**src/rtl/rps_round_controller.sv**
```systemverilog
// -----------------------------------------------------------------------------
// rps_round_controller
//
// Round sequencer for the rock-paper-scissors arcade. Each round runs a
// countdown, opens a move window for the player, draws the machine move from
// a free-running LFSR and judges the outcome. The outcome is driven into the
// consecutive-win streak FSM, whose status is read back to decide whether to
// play another round or end the game.
//
// Optional feature macro: ROUND_TIMEOUT_EN
//   defined   : WAIT_MOVE expires after MOVE_WINDOW cycles with a forced lose.
//   undefined : no window counter; WAIT_MOVE waits for player_valid forever.
//
// Ports:
//   clk            in   system clock
//   reset          in   asynchronous active-low reset
//   start          in   begin a new game (sampled in IDLE or DONE)
//   player_valid   in   one-cycle strobe qualifying player_move
//   player_move    in   00 rock, 01 paper, 10 scissors, 11 invalid
//   streak_status  in   streak FSM status: 01 in progress, 11 won, 00 lost
//   streak_rst_n   out  active-low synchronous reset to the streak FSM
//   result         out  streak FSM input: 00 lose, 01 draw, 11 win
//   result_valid   out  single-cycle qualifier for a judged result
//   cpu_move       out  machine move of the current round
//   countdown      out  remaining countdown ticks
//   round_cnt      out  rounds judged this game, saturating at 15
//   phase          out  current state code
// -----------------------------------------------------------------------------
module rps_round_controller #(
    parameter int         TICK_DIV    = 1000,
    parameter int         COUNT_TICKS = 3,
    parameter int         MOVE_WINDOW = 2000,
    parameter logic [7:0] LFSR_SEED   = 8'hA5
) (
    input  logic       clk,
    input  logic       reset,
    input  logic       start,
    input  logic       player_valid,
    input  logic [1:0] player_move,
    input  logic [1:0] streak_status,
    output logic       streak_rst_n,
    output logic [1:0] result,
    output logic       result_valid,
    output logic [1:0] cpu_move,
    output logic [1:0] countdown,
    output logic [3:0] round_cnt,
    output logic [2:0] phase
);

    localparam int DIV_W = $clog2(TICK_DIV);

    typedef enum logic [2:0] {
        S_IDLE      = 3'd0,
        S_ARM       = 3'd1,
        S_COUNTDOWN = 3'd2,
        S_WAIT_MOVE = 3'd3,
        S_JUDGE     = 3'd4,
        S_REPORT    = 3'd5,
        S_SETTLE    = 3'd6,
        S_DONE      = 3'd7
    } state_e;

    state_e           state_q, state_d;
    logic [7:0]       lfsr_q, lfsr_d;
    logic [DIV_W-1:0] div_q, div_d;
    logic [1:0]       move_q, move_d;
    logic             timeout_q, timeout_d;
    logic             streak_rst_n_q, streak_rst_n_d;
    logic [1:0]       result_q, result_d;
    logic             result_valid_q, result_valid_d;
    logic [1:0]       cpu_move_q, cpu_move_d;
    logic [1:0]       countdown_q, countdown_d;
    logic [3:0]       round_cnt_q, round_cnt_d;
    logic             win_expired;
    logic [2:0]       diff_raw, diff_mod;
    logic [1:0]       judged;
    logic [1:0]       cpu_pick;

    // Move window: counts cycles spent in WAIT_MOVE, zero everywhere else, so
    // each window starts from 0 without an explicit clear.
`ifdef ROUND_TIMEOUT_EN
    localparam int WIN_W = $clog2(MOVE_WINDOW + 1);
    logic [WIN_W-1:0] win_q, win_d;

    always_comb begin
        win_d = '0;
        if (state_q == S_WAIT_MOVE) begin
            win_d = win_q + 1'b1;
        end
    end

    always_ff @(posedge clk or negedge reset) begin
        if (!reset) begin
            win_q <= '0;
        end else begin
            win_q <= win_d;
        end
    end

    assign win_expired = (state_q == S_WAIT_MOVE) && (win_q == WIN_W'(MOVE_WINDOW - 1));
`else
    logic unused_window;
    assign win_expired   = 1'b0;
    assign unused_window = (MOVE_WINDOW != 0);
`endif

    // Machine move: first 2-bit field of the LFSR that is a legal move.
    always_comb begin
        if (lfsr_q[1:0] != 2'b11) begin
            cpu_pick = lfsr_q[1:0];
        end else if (lfsr_q[3:2] != 2'b11) begin
            cpu_pick = lfsr_q[3:2];
        end else begin
            cpu_pick = 2'b00;
        end
    end

    // (player - cpu) mod 3 with both operands in 0..2; the +3 bias keeps the
    // subtraction non-negative so one conditional correction is enough.
    always_comb begin
        diff_raw = 3'd3 + {1'b0, move_q} - {1'b0, cpu_move_q};
        diff_mod = (diff_raw >= 3'd3) ? diff_raw - 3'd3 : diff_raw;
        judged   = 2'b00;
        if (!timeout_q && move_q != 2'b11) begin
            if (diff_mod == 3'd1) begin
                judged = 2'b11;
            end else if (diff_mod == 3'd0) begin
                judged = 2'b01;
            end
        end
    end

    always_comb begin
        state_d     = state_q;
        lfsr_d      = {lfsr_q[6:0], lfsr_q[7] ^ lfsr_q[5] ^ lfsr_q[4] ^ lfsr_q[3]};
        div_d       = div_q;
        move_d      = move_q;
        timeout_d   = timeout_q;
        cpu_move_d  = cpu_move_q;
        countdown_d = countdown_q;
        round_cnt_d = round_cnt_q;

        case (state_q)
            S_IDLE: begin
                if (start) state_d = S_ARM;
            end
            S_ARM: begin
                state_d = S_COUNTDOWN;
            end
            S_COUNTDOWN: begin
                if (div_q == DIV_W'(TICK_DIV - 1)) begin
                    div_d       = '0;
                    countdown_d = countdown_q - 1'b1;
                    if (countdown_q == 2'd1) begin
                        state_d    = S_WAIT_MOVE;
                        cpu_move_d = cpu_pick;
                    end
                end else begin
                    div_d = div_q + 1'b1;
                end
            end
            S_WAIT_MOVE: begin
                // A strobe in the expiry cycle wins over the timeout.
                if (player_valid) begin
                    move_d    = player_move;
                    timeout_d = 1'b0;
                    state_d   = S_JUDGE;
                end else if (win_expired) begin
                    timeout_d = 1'b1;
                    state_d   = S_JUDGE;
                end
            end
            S_JUDGE: begin
                state_d = S_REPORT;
            end
            S_REPORT: begin
                state_d = S_SETTLE;
            end
            S_SETTLE: begin
                // Anything but "in progress" (including 10) ends the game.
                if (streak_status == 2'b01) begin
                    state_d     = S_COUNTDOWN;
                    countdown_d = 2'(COUNT_TICKS);
                    div_d       = '0;
                end else begin
                    state_d = S_DONE;
                end
            end
            S_DONE: begin
                if (start) state_d = S_ARM;
            end
            default: begin
                state_d = S_IDLE;
            end
        endcase

        if (state_d == S_ARM) begin
            countdown_d = 2'(COUNT_TICKS);
            round_cnt_d = '0;
            div_d       = '0;
        end
        if (state_d == S_REPORT && round_cnt_q != 4'hF) begin
            round_cnt_d = round_cnt_q + 1'b1;
        end

        // Outputs are decoded from the next state so the registered copies
        // line up with the state they describe.
        streak_rst_n_d = !(state_d == S_IDLE || state_d == S_ARM);
        result_valid_d = (state_d == S_REPORT);
        result_d       = (state_d == S_REPORT) ? judged : 2'b01;
    end

    always_ff @(posedge clk or negedge reset) begin
        if (!reset) begin
            state_q        <= S_IDLE;
            lfsr_q         <= LFSR_SEED;
            div_q          <= '0;
            move_q         <= 2'b00;
            timeout_q      <= 1'b0;
            streak_rst_n_q <= 1'b0;
            result_q       <= 2'b01;
            result_valid_q <= 1'b0;
            cpu_move_q     <= 2'b00;
            countdown_q    <= 2'd0;
            round_cnt_q    <= 4'd0;
        end else begin
            state_q        <= state_d;
            lfsr_q         <= lfsr_d;
            div_q          <= div_d;
            move_q         <= move_d;
            timeout_q      <= timeout_d;
            streak_rst_n_q <= streak_rst_n_d;
            result_q       <= result_d;
            result_valid_q <= result_valid_d;
            cpu_move_q     <= cpu_move_d;
            countdown_q    <= countdown_d;
            round_cnt_q    <= round_cnt_d;
        end
    end

    assign streak_rst_n = streak_rst_n_q;
    assign result       = result_q;
    assign result_valid = result_valid_q;
    assign cpu_move     = cpu_move_q;
    assign countdown    = countdown_q;
    assign round_cnt    = round_cnt_q;
    assign phase        = state_q;

endmodule

```
**config.mk**
```make
export PLATFORM = sky130hd
export DESIGN_NAME = rps_round_controller
export DESIGN_NICKNAME = d
export VERILOG_FILES = /design/src/rtl/rps_round_controller.sv
export SDC_FILE = /design/constraint.sdc
export NUM_CORES = 1
export LEC_CHECK = 0
export CORE_MARGIN = 2
export CORE_UTILIZATION = 49
export CTS_CLUSTER_SIZE = 14
export DETAILED_ROUTE_END_ITERATION = 12
export PLACE_DENSITY = 0.72
export SLEW_MARGIN = 20
export SYNTH_ARGS = -nofsm -noshare
export SYNTH_HDL_FRONTEND = slang
export SYNTH_SLANG_ARGS = --single-unit
```
**constraint.sdc**
```tcl
create_clock -name clk -period 2 [get_ports clk]
set_input_delay 0.3 -clock clk [delete_from_list [all_inputs] [get_ports clk]]
set_output_delay 0.3 -clock clk [all_outputs]
set_load 0.02 [all_outputs]
```
==> impl_metrics.yaml <==
yosys:
  synth.yosys.warnings: 0
  synth_nets: 187
  yosys.cell_count.top_type: "dfrtp_1"
  synth_top_cells_by_area: "dfrtp_1, dfstp_2, ha_1, nand2_1, xor2_1"
  synth_ff_type: "dfrtp_1"
  mappedNetlistArea_mm2: 0.001744
  instance_count_of_the_mapped_netlist: 171
  synth.top_cells.by_count: "dfrtp_1, nand2_1, nor2_1, o21ai_0, inv_1"
  yosys.area.top_type_share_pct: 43.04
  synth_area_per_cell_um2: 10.20
  synth-seq-cells: 35
  synthArstFlopShare_pct: 100.0
  synth_cell_type_count: 43
  synth_enable_flop_cells: 0
  yosysTopAreaCell: "dfrtp_1"
  synth_sequential_area_ratio_pct: 50.57
clock_tree:
  clk-insertion-delay-late_ns: 0.34
  tritoncts_clock_tree: "built"
  cts.clk_slew.worst_paths_ns: 0.11
  cts-root-buf: "clkbuf_4"
  number_of_buffers_added_by_the_clock_tree_synthesis_step: 5
  number_of_sinks_driven_by_the_clock_tree: 35
  htree_levels: 2
  ctsHoldBuffers: 0
  max-clock-path-buffers: 2
final_layout:
  fillerInstances: 256
  postLayoutCoreUtil_pct: 65.93
  finalNetCount: 232
  area_growth_syn_to_layout_pct: 28.12
  stdcell_count: 263
  ratio_of_cells_with_drive_above_1_in_the_final_layout_pct: 22.12
  antenna_cells_inserted: 0
  post_route_standard_cell_area_excluding_fillers_mm2: 0.002235
critical_path:
  register_to_register_setup_slack_ns: 0.05
  crit_arrival_ns: 2.21
  setup.worst_path.start_class: "flop"
  reg2reg_from: "move_q[0]$_DFFE_PN0P_"
  worst-r2r-cell-count: 8
  worstPathRequired_ns: 2.26
  path_max_fanout: 3
  rr_endpoint: "result[1]$_DFF_PN0_"
  crit_type: "flop to flop"
  worst_setup_path_end_kind: "flop"
placed_design:
  dpl_worst_slack_ns: -0.1333
  place.detailed.instances: 250
  dp_hpwl_um: 2525
  gp_routability_congestion: 0.8091
  port-buffer-count: 22
  postPlaceCellArea_mm2: 0.002115
drt:
  drtPass1Iterations: 4
  drt.antenna.violating_nets: 0
  route.detailed.wl_per_inst_um: 13.48
  via_count: 1403
  wl_um: 3544
  via_per_inst: 5.335
  drc_errors: 0
  detailedRoute.firstIterationViolations: 107
global_routing:
  gr-usage-all-layers_pct: 20.37
  grt_antenna_before_repair: 0
  largest_net_degree_at_the_start_of_global_routing: 36
  grt_overflow_total: 0
  grt_first_pass_wirelength_um: 6237
  first_global_vias: 1371
timing:
  skew_ns: 0.007464
  report.final.setup_viol: 0
  grt_setup_unrepaired: "true"
  finalWorstPathRequiredPeriod_ns: 1.949
  hold_violations: 0
  fmaxAchievable_mhz: 513.1
  tns_ns: 0
  worst_max_slew_pin_slew_ns: 0.5776
  period_share_pct: 97.46
  max_slew_headroom_pct: 61.15
  slew_viol_final: 0
  postLayoutSetupSlackWorst_ns: 0.05087
floorplan:
  area_inside_the_core_boundary_mm2: 0.003390
  initial_utilization_pct: 51.46
  number_of_top_level_pins: 23
  dieArea_mm2: 0.004053
  placementRows: 21
  die_height_um: 63.66
  die_w_um: 63.66
job:
  number_of_maximum_capacitance_violations: 0
run_status:
  run_status: "finished, final reports clean"
min_path:
  path_category_of_the_worst_min_delay_check: "input pin to asynchronous set/reset pin"
pwr:
  power_density_mw_per_mm2: 1235
  ir_worst_vdd_v: 0.0006855
  cellLeakagePower_nw: 1.003
[timing repair]
action                                  in CTS  in global routing
resized for setup                            0                  7
pin swaps                                    0                  1
endpoints found under the setup margin       1                  3
buffers inserted                             0                  5
[cell usage in the layout (no fill, tap or decap), drive strengths merged, types with 3 or more instances in the layout]
cell,count
nor2b,4
mux2,4
nor3,3
clkdlybuf4s50,22
clkbuf,6
nand2,22
o21ai,14
nor2,14
dfstp,5
nand3,6
xor2,8
dfrtp,30
inv,11
ha,7
a21oi,4
a211o,3
buf,20
[routing by layer]
metal  up-vias  GRT usage [%]  part of all wire, %
li1        689              -                    -
met5         -              0                    0
met2        33          32.63                   47
met4         0          8.696                  2.8
met3        11          6.071                  4.5
met1       670          25.55                   45
[stage by stage]
step	hold slack, ns	total power [mW]
floorplan	0.004409	1.766
global placement	0.3385	2.205
detailed placement	0.3394	2.270
CTS	0.3719	2.650
global route	0.3995	2.971
finish	0.3631	2.760
[kinds of logic after synthesis]
logic type	after synthesis	synth area share [%]
AO/OA/AOI/OAI	37	14.06
XOR/XNOR	10	5.022
adder cells (fa/ha/maj)	8	6.169
buffers and inverters	15	4.089
flip-flops	35	50.57
multiplexers	4	2.582
AND/OR/NAND/NOR	62	17.50
[how the worst max path moves through the flow]
stage	start	cells after the start	slack [ns]	end
2_1_floorplan	cpu_move[0]$_DFFE_PN0P_	9	-0.05	result[1]$_DFF_PN0_
3_3_place_gp	cpu_move[0]$_DFFE_PN0P_	9	0.005	result[1]$_DFF_PN0_
3_5_place_dp	move_q[0]$_DFFE_PN0P_	8	-0.13	result[1]$_DFF_PN0_
4_1_cts	move_q[0]$_DFFE_PN0P_	8	-0.18	result[1]$_DFF_PN0_
5_1_grt	cpu_move[0]$_DFFE_PN0P_	9	-0.07	result[1]$_DFF_PN0_
6_report	move_q[0]$_DFFE_PN0P_	8	0.05	result[1]$_DFF_PN0_
[where the power goes]
| part | internal (mW) | switching [mW] |
|---|---|---|
| Sequential | 0.861 | 0.124 |
| Clock | 0.136 | 0.243 |
| Combinational | 0.664 | 0.734 |
[state kept, by name (all words and copies together) (netlist names), 2 cells and up]
register / count
result: 2
countdown: 2
phase: 3
cpu_move: 2
move_q: 2
div_q: 10
lfsr_q: 8
round_cnt: 4
[layout make-up]
cell class	instances	area (um2)	share of cell area (%)
sequential	35	884.6	39.59
multi-input combinational	121	827.0	37.01
timing repair buffer	42	370.4	16.57
tap	46	57.56	2.576
clock buffer	6	41.29	1.848
inverter	11	41.29	1.848
clock inverter	2	12.51	0.5599
[worst max-delay path, stage by stage, from the launching register on]
cell	delay, ns
dfrtp_1	0.42
ha_2	0.18
fa_1	0.51
ha_2	0.19
inv_2	0.05
ha_4	0.15
nor3_2	0.09
a31oi_1	0.06
nor4b_2	0.21
Note: power is estimated with default switching activity, not from simulation.
